### src/rtl/gate_array_pipe_pkg.sv
// Shared encodings and helpers for the registered N-input gate array.
package gate_array_pipe_pkg;

    localparam logic [2:0] OP_AND  = 3'd0;
    localparam logic [2:0] OP_OR   = 3'd1;
    localparam logic [2:0] OP_XOR  = 3'd2;
    localparam logic [2:0] OP_NAND = 3'd3;
    localparam logic [2:0] OP_NOR  = 3'd4;
    localparam logic [2:0] OP_XNOR = 3'd5;
    localparam logic [2:0] OP_PASS = 3'd6;
    localparam logic [2:0] OP_ZERO = 3'd7;

    typedef enum logic [2:0] {
        BASE_AND,
        BASE_OR,
        BASE_XOR,
        BASE_PASS,
        BASE_ZERO
    } base_e;

    typedef enum logic {
        ST_IDLE,
        ST_ACCUM
    } state_e;

    function automatic base_e base_of(input logic [2:0] op);
        base_e b;
        unique case (op)
            OP_AND, OP_NAND: b = BASE_AND;
            OP_OR, OP_NOR:   b = BASE_OR;
            OP_XOR, OP_XNOR: b = BASE_XOR;
            OP_PASS:         b = BASE_PASS;
            default:         b = BASE_ZERO;
        endcase
        return b;
    endfunction

    function automatic logic inv_of(input logic [2:0] op);
        return (op == OP_NAND) || (op == OP_NOR) || (op == OP_XNOR);
    endfunction

    // PASS folds across beats with AND; ZERO collapses everything to 0.
    function automatic logic [31:0] fold_op(
        input base_e       b,
        input logic [31:0] x,
        input logic [31:0] y
    );
        logic [31:0] f;
        unique case (b)
            BASE_AND, BASE_PASS: f = x & y;
            BASE_OR:             f = x | y;
            BASE_XOR:            f = x ^ y;
            default:             f = '0;
        endcase
        return f;
    endfunction

endpackage

### src/rtl/gate_array_pipe_reduce.sv
// Combinational bitwise reduction of N_IN operands by a base function.
module gate_reduce
    import gate_array_pipe_pkg::*;
#(
    parameter int N_IN  = 2,
    parameter int WIDTH = 1
) (
    input  base_e                   base,
    input  logic [N_IN*WIDTH-1:0]   data,
    output logic [WIDTH-1:0]        r
);

    logic [WIDTH-1:0] r_and;
    logic [WIDTH-1:0] r_or;
    logic [WIDTH-1:0] r_xor;

    always_comb begin
        r_and = '1;
        r_or  = '0;
        r_xor = '0;
        for (int i = 0; i < N_IN; i++) begin
            r_and = r_and & data[i*WIDTH +: WIDTH];
            r_or  = r_or  | data[i*WIDTH +: WIDTH];
            r_xor = r_xor ^ data[i*WIDTH +: WIDTH];
        end
        unique case (base)
            BASE_AND:  r = r_and;
            BASE_OR:   r = r_or;
            BASE_XOR:  r = r_xor;
            BASE_PASS: r = data[WIDTH-1:0];
            default:   r = '0;
        endcase
    end

endmodule

### src/rtl/gate_array_pipe.sv
// Registered N-input gate array with per-beat and accumulate modes
// behind valid/ready handshakes on both sides.
module gate_array_pipe
    import gate_array_pipe_pkg::*;
#(
    parameter int N_IN  = 2,
    parameter int WIDTH = 1,
    parameter int CNT_W = 8
) (
    input  logic                    clk,
    input  logic                    rst_n,
    input  logic [2:0]              op,
    input  logic                    acc_en,
    input  logic                    in_valid,
    output logic                    in_ready,
    input  logic [N_IN*WIDTH-1:0]   in_data,
    input  logic                    in_last,
    output logic                    out_valid,
    input  logic                    out_ready,
    output logic [WIDTH-1:0]        out_data,
    output logic [CNT_W-1:0]        out_beats
);

    state_e           state_q, state_d;
    base_e            base_q, base_d, cur_base;
    logic             inv_q, inv_d;
    logic [WIDTH-1:0] acc_q, acc_d;
    logic [CNT_W-1:0] cnt_q, cnt_d, cnt_inc;
    logic [WIDTH-1:0] r, folded, res_d;
    logic [CNT_W-1:0] beats_d;
    logic             produce, valid_d, accept;

    assign in_ready = rst_n && (!out_valid || out_ready);
    assign accept   = in_valid && in_ready;

    // The first beat of a packet is reduced with the live op; later
    // beats use the context latched at packet start.
    assign cur_base = (state_q == ST_IDLE) ? base_of(op) : base_q;

    gate_reduce #(
        .N_IN  (N_IN),
        .WIDTH (WIDTH)
    ) u_reduce (
        .base (cur_base),
        .data (in_data),
        .r    (r)
    );

    always_comb begin
        state_d = state_q;
        base_d  = base_q;
        inv_d   = inv_q;
        acc_d   = acc_q;
        cnt_d   = cnt_q;
        res_d   = out_data;
        beats_d = out_beats;
        produce = 1'b0;
        folded  = WIDTH'(fold_op(base_q, 32'(acc_q), 32'(r)));
        cnt_inc = (cnt_q == '1) ? cnt_q : cnt_q + CNT_W'(1);
        if (accept) begin
            unique case (state_q)
                ST_IDLE: begin
                    base_d = base_of(op);
                    inv_d  = inv_of(op);
                    if (!acc_en || in_last) begin
                        produce = 1'b1;
                        res_d   = inv_of(op) ? ~r : r;
                        beats_d = CNT_W'(1);
                    end else begin
                        acc_d   = r;
                        cnt_d   = CNT_W'(1);
                        state_d = ST_ACCUM;
                    end
                end
                ST_ACCUM: begin
                    if (in_last) begin
                        produce = 1'b1;
                        res_d   = inv_q ? ~folded : folded;
                        beats_d = cnt_inc;
                        acc_d   = '0;
                        cnt_d   = '0;
                        state_d = ST_IDLE;
                    end else begin
                        acc_d = folded;
                        cnt_d = cnt_inc;
                    end
                end
                default: state_d = ST_IDLE;
            endcase
        end
        if (produce) begin
            valid_d = 1'b1;
        end else if (out_valid && out_ready) begin
            valid_d = 1'b0;
        end else begin
            valid_d = out_valid;
        end
    end

    always_ff @(posedge clk or negedge rst_n) begin
        if (!rst_n) begin
            state_q   <= ST_IDLE;
            base_q    <= BASE_ZERO;
            inv_q     <= 1'b0;
            acc_q     <= '0;
            cnt_q     <= '0;
            out_valid <= 1'b0;
            out_data  <= '0;
            out_beats <= '0;
        end else begin
            state_q   <= state_d;
            base_q    <= base_d;
            inv_q     <= inv_d;
            acc_q     <= acc_d;
            cnt_q     <= cnt_d;
            out_valid <= valid_d;
            if (produce) begin
                out_data  <= res_d;
                out_beats <= beats_d;
            end
        end
    end

endmodule

### config.mk
export PLATFORM = sky130hd
export DESIGN_NAME = gate_array_pipe
export DESIGN_NICKNAME = d
export VERILOG_FILES = /design/src/rtl/gate_array_pipe_pkg.sv /design/src/rtl/gate_array_pipe_reduce.sv /design/src/rtl/gate_array_pipe.sv
export SDC_FILE = /design/constraint.sdc
export NUM_CORES = 1
export LEC_CHECK = 0
export BUFFER_PORTS_ARGS = -buffer_cell sky130_fd_sc_hd__buf_4
export CAP_MARGIN = 40
export CORE_ASPECT_RATIO = 0.5
export CORE_MARGIN = 2
export CORE_UTILIZATION = 56
export DETAILED_ROUTE_END_ITERATION = 7
export PLACE_DENSITY = 0.78
export SLEW_MARGIN = 20
export SYNTH_ARGS = -nofsm -noshare
export SYNTH_HDL_FRONTEND = slang
export SYNTH_HIERARCHICAL = 1
export SYNTH_SLANG_ARGS = --single-unit
### constraint.sdc
create_clock -name clk -period 3.8 [get_ports clk]
set_input_delay 1.14 -clock clk [delete_from_list [all_inputs] [get_ports clk]]
set_output_delay 1.14 -clock clk [all_outputs]
set_load 0.005 [all_outputs]
==> metrics.txt, run 1 <==
# TYPE chip_impl_metric gauge
chip_impl_metric{name="post_synth_instance_area",unit="um2"} 1520
chip_impl_info{name="synth.cells.most_frequent",value="sky130_fd_sc_hd__dfrtp_1, sky130_fd_sc_hd__nand2_1, sky130_fd_sc_hd__o21ai_0"} 1
chip_impl_metric{name="synth.yosys.warnings",unit=""} 6
chip_impl_metric{name="achievable-frequency",unit="MHz"} 315.0
chip_impl_metric{name="pwr_density_cell",unit="nW/um2"} 432.5
chip_impl_metric{name="globalRoute.totalOverflow",unit=""} 0
chip_impl_metric{name="tightest_slew",unit="ns"} 0.7622
chip_impl_metric{name="worstHoldPathCells",unit=""} 2
chip_impl_info{name="synthTopCellsByArea",value="sky130_fd_sc_hd__dfrtp_1, sky130_fd_sc_hd__mux2i_1, sky130_fd_sc_hd__ha_1"} 1
chip_impl_metric{name="numClockSinks",unit=""} 24
chip_impl_metric{name="relSlewSlack",unit=""} 0.4896
chip_impl_metric{name="post-cts-setup-buffer-count",unit=""} 0
chip_impl_metric{name="timing.max_cap.violations",unit=""} 0
chip_impl_metric{name="cts_max_level",unit=""} 1
chip_impl_info{name="timing.setup.critical_path_class",value="input pin to register"} 1
chip_impl_metric{name="finalCriticalPeriod",unit="ns"} 3.174
chip_impl_metric{name="multi_input_comb_area",unit="um2"} 850.8
chip_impl_metric{name="holdBufCountCts",unit=""} 0
chip_impl_info{name="synth_most_common_cell",value="sky130_fd_sc_hd__dfrtp_1"} 1
chip_impl_metric{name="syn-mean-instance-area",unit="um2"} 9.213
chip_impl_metric{name="path_max_fanout",unit=""} 6
chip_impl_metric{name="post_synth_inst_count",unit=""} 165
chip_impl_metric{name="place_ws",unit="ns"} 0.3201
chip_impl_metric{name="antenna_cells_inserted",unit=""} 0
chip_impl_info{name="clk_root_buffer_cell",value="sky130_fd_sc_hd__clkbuf_8"} 1
chip_impl_metric{name="std_cell_rows",unit=""} 13
chip_impl_metric{name="start_util",unit=""} 0.5878
chip_impl_metric{name="irDropWorstVdd",unit="uV"} 229.5
chip_impl_metric{name="finalWirelength",unit="um"} 3089
chip_impl_metric{name="setup_viol",unit=""} 0
chip_impl_metric{name="die_height",unit="um"} 40.84
chip_impl_metric{name="final_layout_size_suffix_gt1_frac",unit=""} 0.1882
chip_impl_metric{name="grt_max_degree",unit=""} 28
chip_impl_metric{name="grt_first_pass_wirelength",unit="um"} 5092
chip_impl_metric{name="post_cts_sizing",unit=""} 0
chip_impl_info{name="worst_setup_path_end_kind",value="register"} 1
chip_impl_info{name="run_status",value="finished, final reports clean"} 1
chip_impl_metric{name="timing.setup.tns",unit="ns"} 0
chip_impl_metric{name="postSynth.asyncResetShare",unit=""} 1.000
chip_impl_metric{name="max-clock-path-buffers",unit=""} 2
chip_impl_metric{name="io_buffer_count",unit=""} 21
chip_impl_metric{name="final_hold_viol_count",unit=""} 0
chip_impl_metric{name="seq_area_frac_synth",unit=""} 0.3959
chip_impl_metric{name="area.sequential",unit="um2"} 601.8
chip_impl_metric{name="post-route-drc-count",unit=""} 0
chip_impl_info{name="setup_repair_after_global_routing_missed_its_margin",value="no"} 1
chip_impl_info{name="yosysTopAreaCell",value="sky130_fd_sc_hd__dfrtp_1"} 1
chip_impl_metric{name="leakagePower",unit="nW"} 0.7758
chip_impl_metric{name="antenna_violations_before_repair",unit=""} 0
chip_impl_metric{name="numCtsBuffers",unit=""} 3
chip_impl_info{name="cp-start-kind",value="input pin"} 1
chip_impl_metric{name="num_vias",unit=""} 1286
chip_impl_metric{name="num-nets-final",unit=""} 203
chip_impl_metric{name="first_global_vias",unit=""} 1126
chip_impl_metric{name="fill_cells",unit=""} 196
chip_impl_metric{name="cp.required",unit="ns"} 3.98
chip_impl_metric{name="r2r_cells",unit=""} 10
chip_impl_metric{name="worstPathArrival",unit="ns"} 3.35
chip_impl_metric{name="antenna_violating_nets_post_route",unit=""} 0
chip_impl_metric{name="die_x",unit="um"} 77.69
chip_impl_metric{name="floorplan.io_pins",unit=""} 22
chip_impl_metric{name="maxSlewViolCount",unit=""} 0
chip_impl_metric{name="avgRoutedWirePerCell",unit="um"} 13.85
chip_impl_metric{name="number_of_detailed_routing_iterations_run_before_antenna_repair",unit=""} 4
chip_impl_metric{name="final_worst_setup_slack",unit="ns"} 0.6255
chip_impl_metric{name="clock_insertion_delay_at_the_later_pin_of_the_skew_report",unit="ns"} 0.27
chip_impl_metric{name="grt.total_usage",unit=""} 0.2136
chip_impl_info{name="cts_tree",value="built"} 1
chip_impl_metric{name="area_growth_syn_to_layout",unit="%"} 16.38
chip_impl_metric{name="post_synth_num_cell_types",unit=""} 47
chip_impl_info{name="synthFlopType",value="sky130_fd_sc_hd__dfrtp_1"} 1
chip_impl_metric{name="dp_hpwl",unit="um"} 2289
chip_impl_metric{name="synth.ff_latch_count",unit=""} 24
chip_impl_metric{name="worst_clock_skew",unit="ns"} 0.01108
chip_impl_metric{name="drt-vias-per-instance",unit=""} 5.767
chip_impl_metric{name="synth_nets",unit=""} 181
chip_impl_metric{name="gpl.final_weighted_congestion",unit=""} 0.8738
chip_impl_metric{name="core_area",unit="um2"} 2586
chip_impl_info{name="min-delay-path-class",value="register to register"} 1
chip_impl_metric{name="synth_enable_flop_cells",unit=""} 0
chip_impl_metric{name="fin_crit_sh",unit=""} 0.8354
chip_impl_metric{name="dr.first_iter.drc_count",unit=""} 106
chip_impl_metric{name="synth_top_area_frac",unit=""} 0.3786
chip_impl_metric{name="worst_setup_hold_path_clk_slew",unit="ns"} 0.10
chip_impl_metric{name="die_area",unit="um2"} 3173
## cell type report
class	instances	share of cell area
sequential	24	0.3402
multi-input combinational	127	0.4809
timing repair buffer	22	0.09335
clock buffer	3	0.02334
tap	37	0.02617
inverter	9	0.01909
clock inverter	1	0.01697
## flip-flops by register name, indices dropped and copies added, names as in the netlist
name,flops
inv_q,1
out_beats,8
state_q,1
base_q,3
out_valid,1
acc_q,1
out_data,1
cnt_q,8
## cell usage in the layout (no fill, tap or decap), types with 7 or more instances in the layout
cell                       count
sky130_fd_sc_hd__mux2i_1       7
sky130_fd_sc_hd__nor2_1       10
sky130_fd_sc_hd__nand2_1      13
sky130_fd_sc_hd__nand3_1       8
sky130_fd_sc_hd__dfrtp_1      23
sky130_fd_sc_hd__inv_1         9
sky130_fd_sc_hd__nand2b_1      7
sky130_fd_sc_hd__o21ai_0      12
sky130_fd_sc_hd__a21oi_1       9
sky130_fd_sc_hd__buf_4        22
## through the flow
step                  util  cell area, um2  instances  hold slack, ns  total power [W]
floorplan                -            1520        165          0.4618        0.0004719
global placement    0.6565            1698        219          0.4655        0.0005314
detailed placement  0.6565            1698        219          0.4746        0.0005411
CTS                 0.6841            1769        223          0.4953        0.0007655
global route        0.6841            1769        223          0.5227        0.0008139
finish              0.6841            1769        223          0.4905        0.0007651
## per-layer routing
layer | GRT usage | share of wire
met2 | 0.4138 | 0.50
met5 | 0 | 0
met1 | 0.2568 | 0.46
met3 | 0.04626 | 0.032
met4 | 0.05357 | 0.0052
## critical path, stage by stage
cell and delay (ns):
sky130_fd_sc_hd__buf_4 0.13, sky130_fd_sc_hd__nand2_1 0.06, sky130_fd_sc_hd__mux2i_1 0.07, sky130_fd_sc_hd__mux2_2 0.29
sky130_fd_sc_hd__mux2_1 0.31, sky130_fd_sc_hd__a32o_1 0.26, sky130_fd_sc_hd__inv_1 0.11, sky130_fd_sc_hd__ha_1 0.13
sky130_fd_sc_hd__mux2i_1 0.05, sky130_fd_sc_hd__and2_1 0.17, sky130_fd_sc_hd__or4_1 0.46, sky130_fd_sc_hd__a22oi_1 0.17
## worst paths after layout
check	startpoint	to	slack, ns
max in group asynchronous	rst_n	base_q[2]	2.74
worst max-delay path	op[0]	acc_q	0.63
worst min-delay path	out_beats[4]	out_beats[4]	0.49
worst max register to register	state_q	acc_q	0.96
worst min register to register	out_beats[4]	out_beats[4]	0.49
min in group asynchronous	rst_n	cnt_q[6]	0.76
## report_power, final
| group | total (W) | switching, W | internal [W] |
|---|---|---|---|
| Clock | 0.000229 | 0.0000877 | 0.000141 |
| Combinational | 0.000202 | 0.0000970 | 0.000105 |
| Sequential | 0.000335 | 0.0000414 | 0.000293 |
## logic make-up (layout without fill, tap and decap cells)
logic type               count (synthesis)  in the layout  share of synthesized area
multiplexers                            12             12                    0.08313
buffers and inverters                   14             35                    0.04444
flip-flops                              24             24                     0.3959
adder cells (fa/ha/maj)                  5              5                    0.04115
AND/OR/NAND/NOR                         66             66                     0.2395
AO/OA/AOI/OAI                           40             40                     0.1728
XOR/XNOR                                 4              4                    0.02305
Note: power is estimated with default switching activity, not from simulation.
==> run 2, diff against run 1 <==
==> constraint.sdc (replaced) <==
create_clock -name clk -period 3.3 [get_ports clk]
set_input_delay 0.99 -clock clk [delete_from_list [all_inputs] [get_ports clk]]
set_output_delay 0.99 -clock clk [all_outputs]
set_load 0.005 [all_outputs]
==> metrics.txt, run 2 (synthesized netlist as in run 1, its figures left out) <==
# TYPE chip_impl_metric gauge
chip_impl_metric{name="die_x",unit="um"} 77.69
chip_impl_metric{name="finalWirelength",unit="um"} 3066
chip_impl_metric{name="grt.total_usage",unit=""} 0.2183
chip_impl_metric{name="gpl.final_weighted_congestion",unit=""} 0.8985
chip_impl_info{name="crit_path_top_delay_cell",value="sky130_fd_sc_hd__or4_1"} 1
chip_impl_metric{name="dp_hpwl",unit="um"} 2409
chip_impl_metric{name="leakagePower",unit="nW"} 0.7908
chip_impl_info{name="leading_cell_type_in_the_layout_fill_and_taps_excluded",value="sky130_fd_sc_hd__buf_4"} 1
chip_impl_info{name="crit_top_cell",value="sky130_fd_sc_hd__mux2i_1"} 1
chip_impl_metric{name="dr.first_iter.drc_count",unit=""} 61
chip_impl_metric{name="core_area",unit="um2"} 2586
chip_impl_metric{name="holdBufCountCts",unit=""} 0
chip_impl_metric{name="relSlewSlack",unit=""} 0.4642
chip_impl_info{name="clk_root_buffer_cell",value="sky130_fd_sc_hd__clkbuf_8"} 1
chip_impl_metric{name="die_height",unit="um"} 40.84
chip_impl_info{name="worst_setup_path_end_kind",value="register"} 1
chip_impl_metric{name="worst_setup_hold_path_clk_slew",unit="ns"} 0.09
chip_impl_metric{name="setup_viol",unit=""} 0
chip_impl_info{name="min-delay-path-class",value="register to register"} 1
chip_impl_metric{name="final_hold_viol_count",unit=""} 0
chip_impl_metric{name="placedInstanceArea",unit="um2"} 1720
chip_impl_metric{name="die_area",unit="um2"} 3173
chip_impl_metric{name="numClockSinks",unit=""} 24
chip_impl_metric{name="globalRoute.totalOverflow",unit=""} 0
chip_impl_metric{name="first_global_vias",unit=""} 1150
chip_impl_metric{name="pwr_density_cell",unit="nW/um2"} 494.6
chip_impl_metric{name="cts_max_level",unit=""} 1
chip_impl_metric{name="post_cts_sizing",unit=""} 0
chip_impl_metric{name="worst_clock_skew",unit="ns"} 0.006591
chip_impl_metric{name="area_growth_syn_to_layout",unit="%"} 17.86
chip_impl_metric{name="post_route_cell_area",unit="um2"} 1792
chip_impl_info{name="cts_tree",value="built"} 1
chip_impl_metric{name="drt-vias-per-instance",unit=""} 5.611
chip_impl_metric{name="std_cell_rows",unit=""} 13
chip_impl_info{name="cp-start-kind",value="input pin"} 1
chip_impl_metric{name="num-nets-final",unit=""} 206
chip_impl_metric{name="worstPathArrival",unit="ns"} 3.19
chip_impl_metric{name="hold_slack",unit="ns"} 0.4936
chip_impl_info{name="layout_top_registers",value="cnt_q x8, out_beats x8, base_q x3"} 1
chip_impl_metric{name="clock_insertion_delay_at_the_later_pin_of_the_skew_report",unit="ns"} 0.28
chip_impl_metric{name="crit_path_max_cell_delay",unit="ns"} 0.47
chip_impl_metric{name="finalCriticalPeriod",unit="ns"} 2.998
chip_impl_info{name="commonest_cells_after_routing_fill_and_taps_aside",value="sky130_fd_sc_hd__buf_4, sky130_fd_sc_hd__dfrtp_1, sky130_fd_sc_hd__nand2_1"} 1
chip_impl_metric{name="timing.max_cap.violations",unit=""} 0
chip_impl_metric{name="grt_first_pass_wirelength",unit="um"} 5161
chip_impl_metric{name="numCtsBuffers",unit=""} 3
chip_impl_metric{name="fin_crit_sh",unit=""} 0.9086
chip_impl_metric{name="post-cts-setup-buffer-count",unit=""} 0
chip_impl_metric{name="number_of_detailed_routing_iterations_run_before_antenna_repair",unit=""} 4
chip_impl_metric{name="antenna_violations_before_repair",unit=""} 0
chip_impl_metric{name="post-route-drc-count",unit=""} 0
chip_impl_metric{name="irDropWorstVdd",unit="uV"} 271.8
chip_impl_metric{name="avgRoutedWirePerCell",unit="um"} 13.57
chip_impl_metric{name="cp.required",unit="ns"} 3.49
chip_impl_metric{name="achievable-frequency",unit="MHz"} 333.5
chip_impl_metric{name="max-clock-path-buffers",unit=""} 2
chip_impl_metric{name="antenna_cells_inserted",unit=""} 0
chip_impl_metric{name="tightest_slew",unit="ns"} 0.8002
chip_impl_metric{name="grt_max_degree",unit=""} 15
chip_impl_metric{name="path_max_fanout",unit=""} 5
chip_impl_info{name="crit_chain",value="buf_4 > nand2b_1 > mux2i_1 > mux2_2 > nor2b_1 > a32o_1 > inv_1 > ha_1 > mux2i_1 > and2_1 > or4_1 > a22oi_1"} 1
chip_impl_metric{name="final_layout_size_suffix_gt1_frac",unit=""} 0.2011
chip_impl_metric{name="io_buffer_count",unit=""} 21
chip_impl_metric{name="antenna_violating_nets_post_route",unit=""} 0
chip_impl_metric{name="num_vias",unit=""} 1268
chip_impl_metric{name="timing.setup.tns",unit="ns"} 0
chip_impl_metric{name="maxSlewViolCount",unit=""} 0
chip_impl_metric{name="floorplan.io_pins",unit=""} 22
chip_impl_info{name="run_status",value="finished, final reports clean"} 1
chip_impl_info{name="setup_repair_after_global_routing_missed_its_margin",value="no"} 1
chip_impl_info{name="timing.setup.critical_path_class",value="input pin to register"} 1
chip_impl_metric{name="start_util",unit=""} 0.5878
==> run 2: cell count changes in the layout (fill, tap and decap cells not counted) <==
cell and delta:
sky130_fd_sc_hd__buf_4 +3
==> run 2: worst paths after layout <==
path                       slack [ns]         start            to  cells past startpoint
max                              0.30         op[1]         acc_q                     12
min                              0.49  out_beats[1]  out_beats[1]                      2
max reg2reg                      0.69       state_q         acc_q                     10
min reg2reg                      0.49  out_beats[1]  out_beats[1]                      2
max in group asynchronous        2.34         rst_n  out_beats[0]                      2
min in group asynchronous        0.54         rst_n      cnt_q[4]                      1
==> run 2: cell type report <==
class                           instances  area [um2]
Sequential cell                        24       601.8
Timing Repair Buffer                   25       187.7
Fill cell                             199       794.5
Multi-Input combinational cell        127       850.8
Tap cell                               37       46.29
Clock inverter                          1       30.03
Clock buffer                            3       41.29
Inverter                                9       33.78
==> run 2: where the power goes <==
part | total [W] | switching, W | internal, W
Combinational | 0.000245 | 0.000120 | 0.000126
Clock | 0.000263 | 0.000101 | 0.000162
Sequential | 0.000378 | 0.0000401 | 0.000338
==> run 2: layer usage <==
metal / vias to the layer above / global-route usage / wire length [um]
met5: - / 0 / 0
met4: 0 / 0.06696 / 17
met3: 3 / 0.05507 / 98
met2: 26 / 0.4030 / 1491
met1: 598 / 0.2658 / 1460
li1: 641 / - / -
==> run 2: critical path: cells and delay by family <==
kind,cells,cell delay [ns]
compound gates,2,0.36
mux,3,0.44
buf+inv,2,0.22
simple gates,4,0.89
fa+ha+maj,1,0.27
==> run 2: per-stage QoR <==
stage	setup slack, ns	util	std cells	power [W]
2_1_floorplan	0.3169	-	165	0.0005434
3_3_place_gp	0.1085	0.6652	222	0.0006182
3_5_place_dp	0.008114	0.6652	222	0.0006306
4_1_cts	0.2885	0.6928	226	0.0008928
5_1_grt	0.1548	0.6928	226	0.0009511
6_report	0.3018	0.6928	226	0.0008862
==> run 3, diff against run 2 <==
--- a/config.mk
+++ b/config.mk
@@ -11,7 +11,7 @@
 export CORE_MARGIN = 2
 export CORE_UTILIZATION = 56
 export DETAILED_ROUTE_END_ITERATION = 7
-export PLACE_DENSITY = 0.78
+export PLACE_DENSITY = 0.82
 export SLEW_MARGIN = 20
 export SYNTH_ARGS = -nofsm -noshare
 export SYNTH_HDL_FRONTEND = slang
==> constraint.sdc (replaced) <==
create_clock -name clk -period 3.3 [get_ports clk]
set_input_delay 0.165 -clock clk [delete_from_list [all_inputs] [get_ports clk]]
set_output_delay 0.165 -clock clk [all_outputs]
set_load 0.005 [all_outputs]
==> metrics.txt, run 3 (synthesized netlist as in run 1, its figures left out) <==
# TYPE chip_impl_metric gauge
chip_impl_metric{name="leakagePower",unit="nW"} 0.7746
chip_impl_metric{name="io_buffer_count",unit=""} 21
chip_impl_metric{name="number_of_detailed_routing_iterations_run_before_antenna_repair",unit=""} 4
chip_impl_metric{name="timing.max_cap.violations",unit=""} 0
chip_impl_metric{name="post-cts-setup-buffer-count",unit=""} 0
chip_impl_metric{name="dp_hpwl",unit="um"} 2419
chip_impl_info{name="worst_setup_path_end_kind",value="register"} 1
chip_impl_metric{name="antenna_cells_inserted",unit=""} 0
chip_impl_metric{name="gpl.final_weighted_congestion",unit=""} 0.8249
chip_impl_metric{name="finalCriticalPeriod",unit="ns"} 2.934
chip_impl_metric{name="floorplan.io_pins",unit=""} 22
chip_impl_metric{name="path_max_fanout",unit=""} 13
chip_impl_metric{name="core_area",unit="um2"} 2586
chip_impl_metric{name="fill_cells",unit=""} 205
chip_impl_metric{name="first_global_vias",unit=""} 1124
chip_impl_metric{name="worstPathArrival",unit="ns"} 3.11
chip_impl_metric{name="num-nets-final",unit=""} 203
chip_impl_info{name="leading_cell_type_in_the_layout_fill_and_taps_excluded",value="sky130_fd_sc_hd__dfrtp_1"} 1
chip_impl_metric{name="avgRoutedWirePerCell",unit="um"} 14.58
chip_impl_metric{name="grt.total_usage",unit=""} 0.2171
chip_impl_metric{name="area_growth_syn_to_layout",unit="%"} 16.54
chip_impl_metric{name="die_height",unit="um"} 40.84
chip_impl_metric{name="final_layout_size_suffix_gt1_frac",unit=""} 0.1828
chip_impl_metric{name="globalRoute.totalOverflow",unit=""} 0
chip_impl_metric{name="clockPowerShare",unit=""} 0.293
chip_impl_metric{name="worst_clock_skew",unit="ns"} 0.002153
chip_impl_info{name="layout_top_registers",value="cnt_q x8, out_beats x8, base_q x3"} 1
chip_impl_metric{name="setup_viol",unit=""} 0
chip_impl_metric{name="max-clock-path-buffers",unit=""} 2
chip_impl_metric{name="pwr-share-comb",unit=""} 0.277
chip_impl_metric{name="grt_max_degree",unit=""} 28
chip_impl_metric{name="cts_max_level",unit=""} 1
chip_impl_info{name="run_status",value="finished, final reports clean"} 1
chip_impl_metric{name="post-route-drc-count",unit=""} 0
chip_impl_metric{name="irDropWorstVdd",unit="uV"} 337.1
chip_impl_metric{name="final_hold_viol_count",unit=""} 0
chip_impl_metric{name="die_area",unit="um2"} 3173
chip_impl_metric{name="relSlewSlack",unit=""} 0.4517
chip_impl_metric{name="timing.setup.tns",unit="ns"} 0
chip_impl_info{name="cts_tree",value="built"} 1
chip_impl_metric{name="power.share.sequential",unit=""} 0.430
chip_impl_metric{name="dr.first_iter.drc_count",unit=""} 75
chip_impl_metric{name="antenna_violating_nets_post_route",unit=""} 0
chip_impl_info{name="commonest_cells_after_routing_fill_and_taps_aside",value="sky130_fd_sc_hd__dfrtp_1, sky130_fd_sc_hd__buf_4, sky130_fd_sc_hd__nand2_1"} 1
chip_impl_metric{name="antenna_violations_before_repair",unit=""} 0
chip_impl_info{name="crit_chain",value="inv_1 > mux2_2 > mux2_1 > a32o_1 > inv_1 > ha_1 > mux2i_1 > and2_1 > or4_1 > a22oi_1"} 1
chip_impl_info{name="setup_repair_after_global_routing_missed_its_margin",value="no"} 1
chip_impl_metric{name="cp.required",unit="ns"} 3.48
chip_impl_info{name="crit_path_top_delay_cell",value="sky130_fd_sc_hd__dfrtp_1"} 1
chip_impl_metric{name="pwr_density_cell",unit="nW/um2"} 500.0
chip_impl_metric{name="numCtsBuffers",unit=""} 3
chip_impl_metric{name="finalWirelength",unit="um"} 3252
chip_impl_metric{name="start_util",unit=""} 0.5878
chip_impl_info{name="min-delay-path-class",value="input pin to register"} 1
chip_impl_metric{name="worst_setup_hold_path_clk_slew",unit="ns"} 0.08
chip_impl_metric{name="p_total",unit="W"} 0.0008858
chip_impl_metric{name="numClockSinks",unit=""} 24
chip_impl_metric{name="tightest_slew",unit="ns"} 0.8189
chip_impl_metric{name="post_route_cell_area",unit="um2"} 1772
chip_impl_metric{name="grt_first_pass_wirelength",unit="um"} 5168
chip_impl_metric{name="maxSlewViolCount",unit=""} 0
chip_impl_metric{name="placedInstanceArea",unit="um2"} 1690
chip_impl_metric{name="fin_crit_sh",unit=""} 0.8890
chip_impl_metric{name="drt-vias-per-instance",unit=""} 5.816
chip_impl_info{name="crit_top_cell",value="sky130_fd_sc_hd__inv_1"} 1
chip_impl_info{name="cp-start-kind",value="register"} 1
chip_impl_metric{name="power.share.switching",unit=""} 0.2975
chip_impl_info{name="clk_root_buffer_cell",value="sky130_fd_sc_hd__clkbuf_8"} 1
chip_impl_metric{name="p_int",unit="W"} 0.0006223
chip_impl_metric{name="std_cell_rows",unit=""} 13
chip_impl_metric{name="crit_path_max_cell_delay",unit="ns"} 0.51
chip_impl_metric{name="die_x",unit="um"} 77.69
chip_impl_metric{name="achievable-frequency",unit="MHz"} 340.9
chip_impl_info{name="timing.setup.critical_path_class",value="register to register"} 1
chip_impl_metric{name="power.net_switching",unit="W"} 0.0002635
chip_impl_metric{name="num_vias",unit=""} 1297
chip_impl_metric{name="clock_insertion_delay_at_the_later_pin_of_the_skew_report",unit="ns"} 0.27
[run 3: cell types whose count changed in the layout (fill, tap and decap cells not counted)]
cell,delta
sky130_fd_sc_hd__dlygate4sd3_1,+1
sky130_fd_sc_hd__buf_4,-4
[run 3: path summary, 6_finish.rpt]
path / startpoint / to / slack (ns) / cells after the start
max: state_q / acc_q / 0.37 / 10
min: in_last / cnt_q[0] / 0.11 / 2
max reg2reg: state_q / acc_q / 0.37 / 10
min reg2reg: out_beats[5] / out_beats[5] / 0.48 / 2
max in group asynchronous: rst_n / base_q[2] / 2.67 / 2
min in group asynchronous: rst_n / state_q / 0.34 / 2
[run 3: routing by layer]
layer | vias up | global-route usage | wire (um)
met1 | 622 | 0.2714 | 1508
met4 | 0 | 0.04018 | 30
li1 | 639 | - | -
met5 | - | 0 | 0
met2 | 32 | 0.4181 | 1600
met3 | 4 | 0.03965 | 112
[run 3: repair_timing]
| item | 4_1_cts | 5_1_grt |
|---|---|---|
| resized for setup | 0 | 0 |
| endpoints found under the hold margin | 23 | 0 |
| hold buffers | 1 | 0 |
[run 3: worst max-delay path: cells and delay by family (launching register included)]
| kind | cells | cell delay [ns] |
|---|---|---|
| compound gates | 2 | 0.44 |
| fa+ha+maj | 1 | 0.14 |
| mux | 3 | 0.77 |
| flops | 1 | 0.51 |
| buf+inv | 2 | 0.30 |
| simple gates | 2 | 0.68 |
[run 3: through the flow]
step / hold slack (ns) / setup slack [ns] / util / std cells
finish: 0.1140 / 0.3665 / 0.6851 / 223
global route: 0.1285 / 0.2662 / 0.6851 / 223
CTS: 0.1104 / 0.3979 / 0.6851 / 223
detailed placement: 0.08979 / 0.4635 / 0.6536 / 218
global placement: 0.08669 / 0.6286 / 0.6536 / 218
floorplan: -0.1306 / 0.6502 / - / 165
[run 3: final cells by class]
| class | instances | area (um2) | share of cell area |
|---|---|---|---|
| timing repair buffer | 22 | 167.7 | 0.09463 |
| clock inverter | 1 | 30.03 | 0.01695 |
| sequential | 24 | 601.8 | 0.3397 |
| tap | 37 | 46.29 | 0.02613 |
| inverter | 9 | 33.78 | 0.01907 |
| clock buffer | 3 | 41.29 | 0.02331 |
| multi-input combinational | 127 | 850.8 | 0.4802 |
[run 3: power groups by stage]
stage          Combinational (W)  Clock [W]  Sequential (W)
2_1_floorplan           0.000172          0        0.000371
3_3_place_gp            0.000225          0        0.000386
3_5_place_dp            0.000239          0        0.000386
4_1_cts                 0.000244   0.000263        0.000380
5_1_grt                 0.000273   0.000271        0.000388
6_report                0.000245   0.000259        0.000381
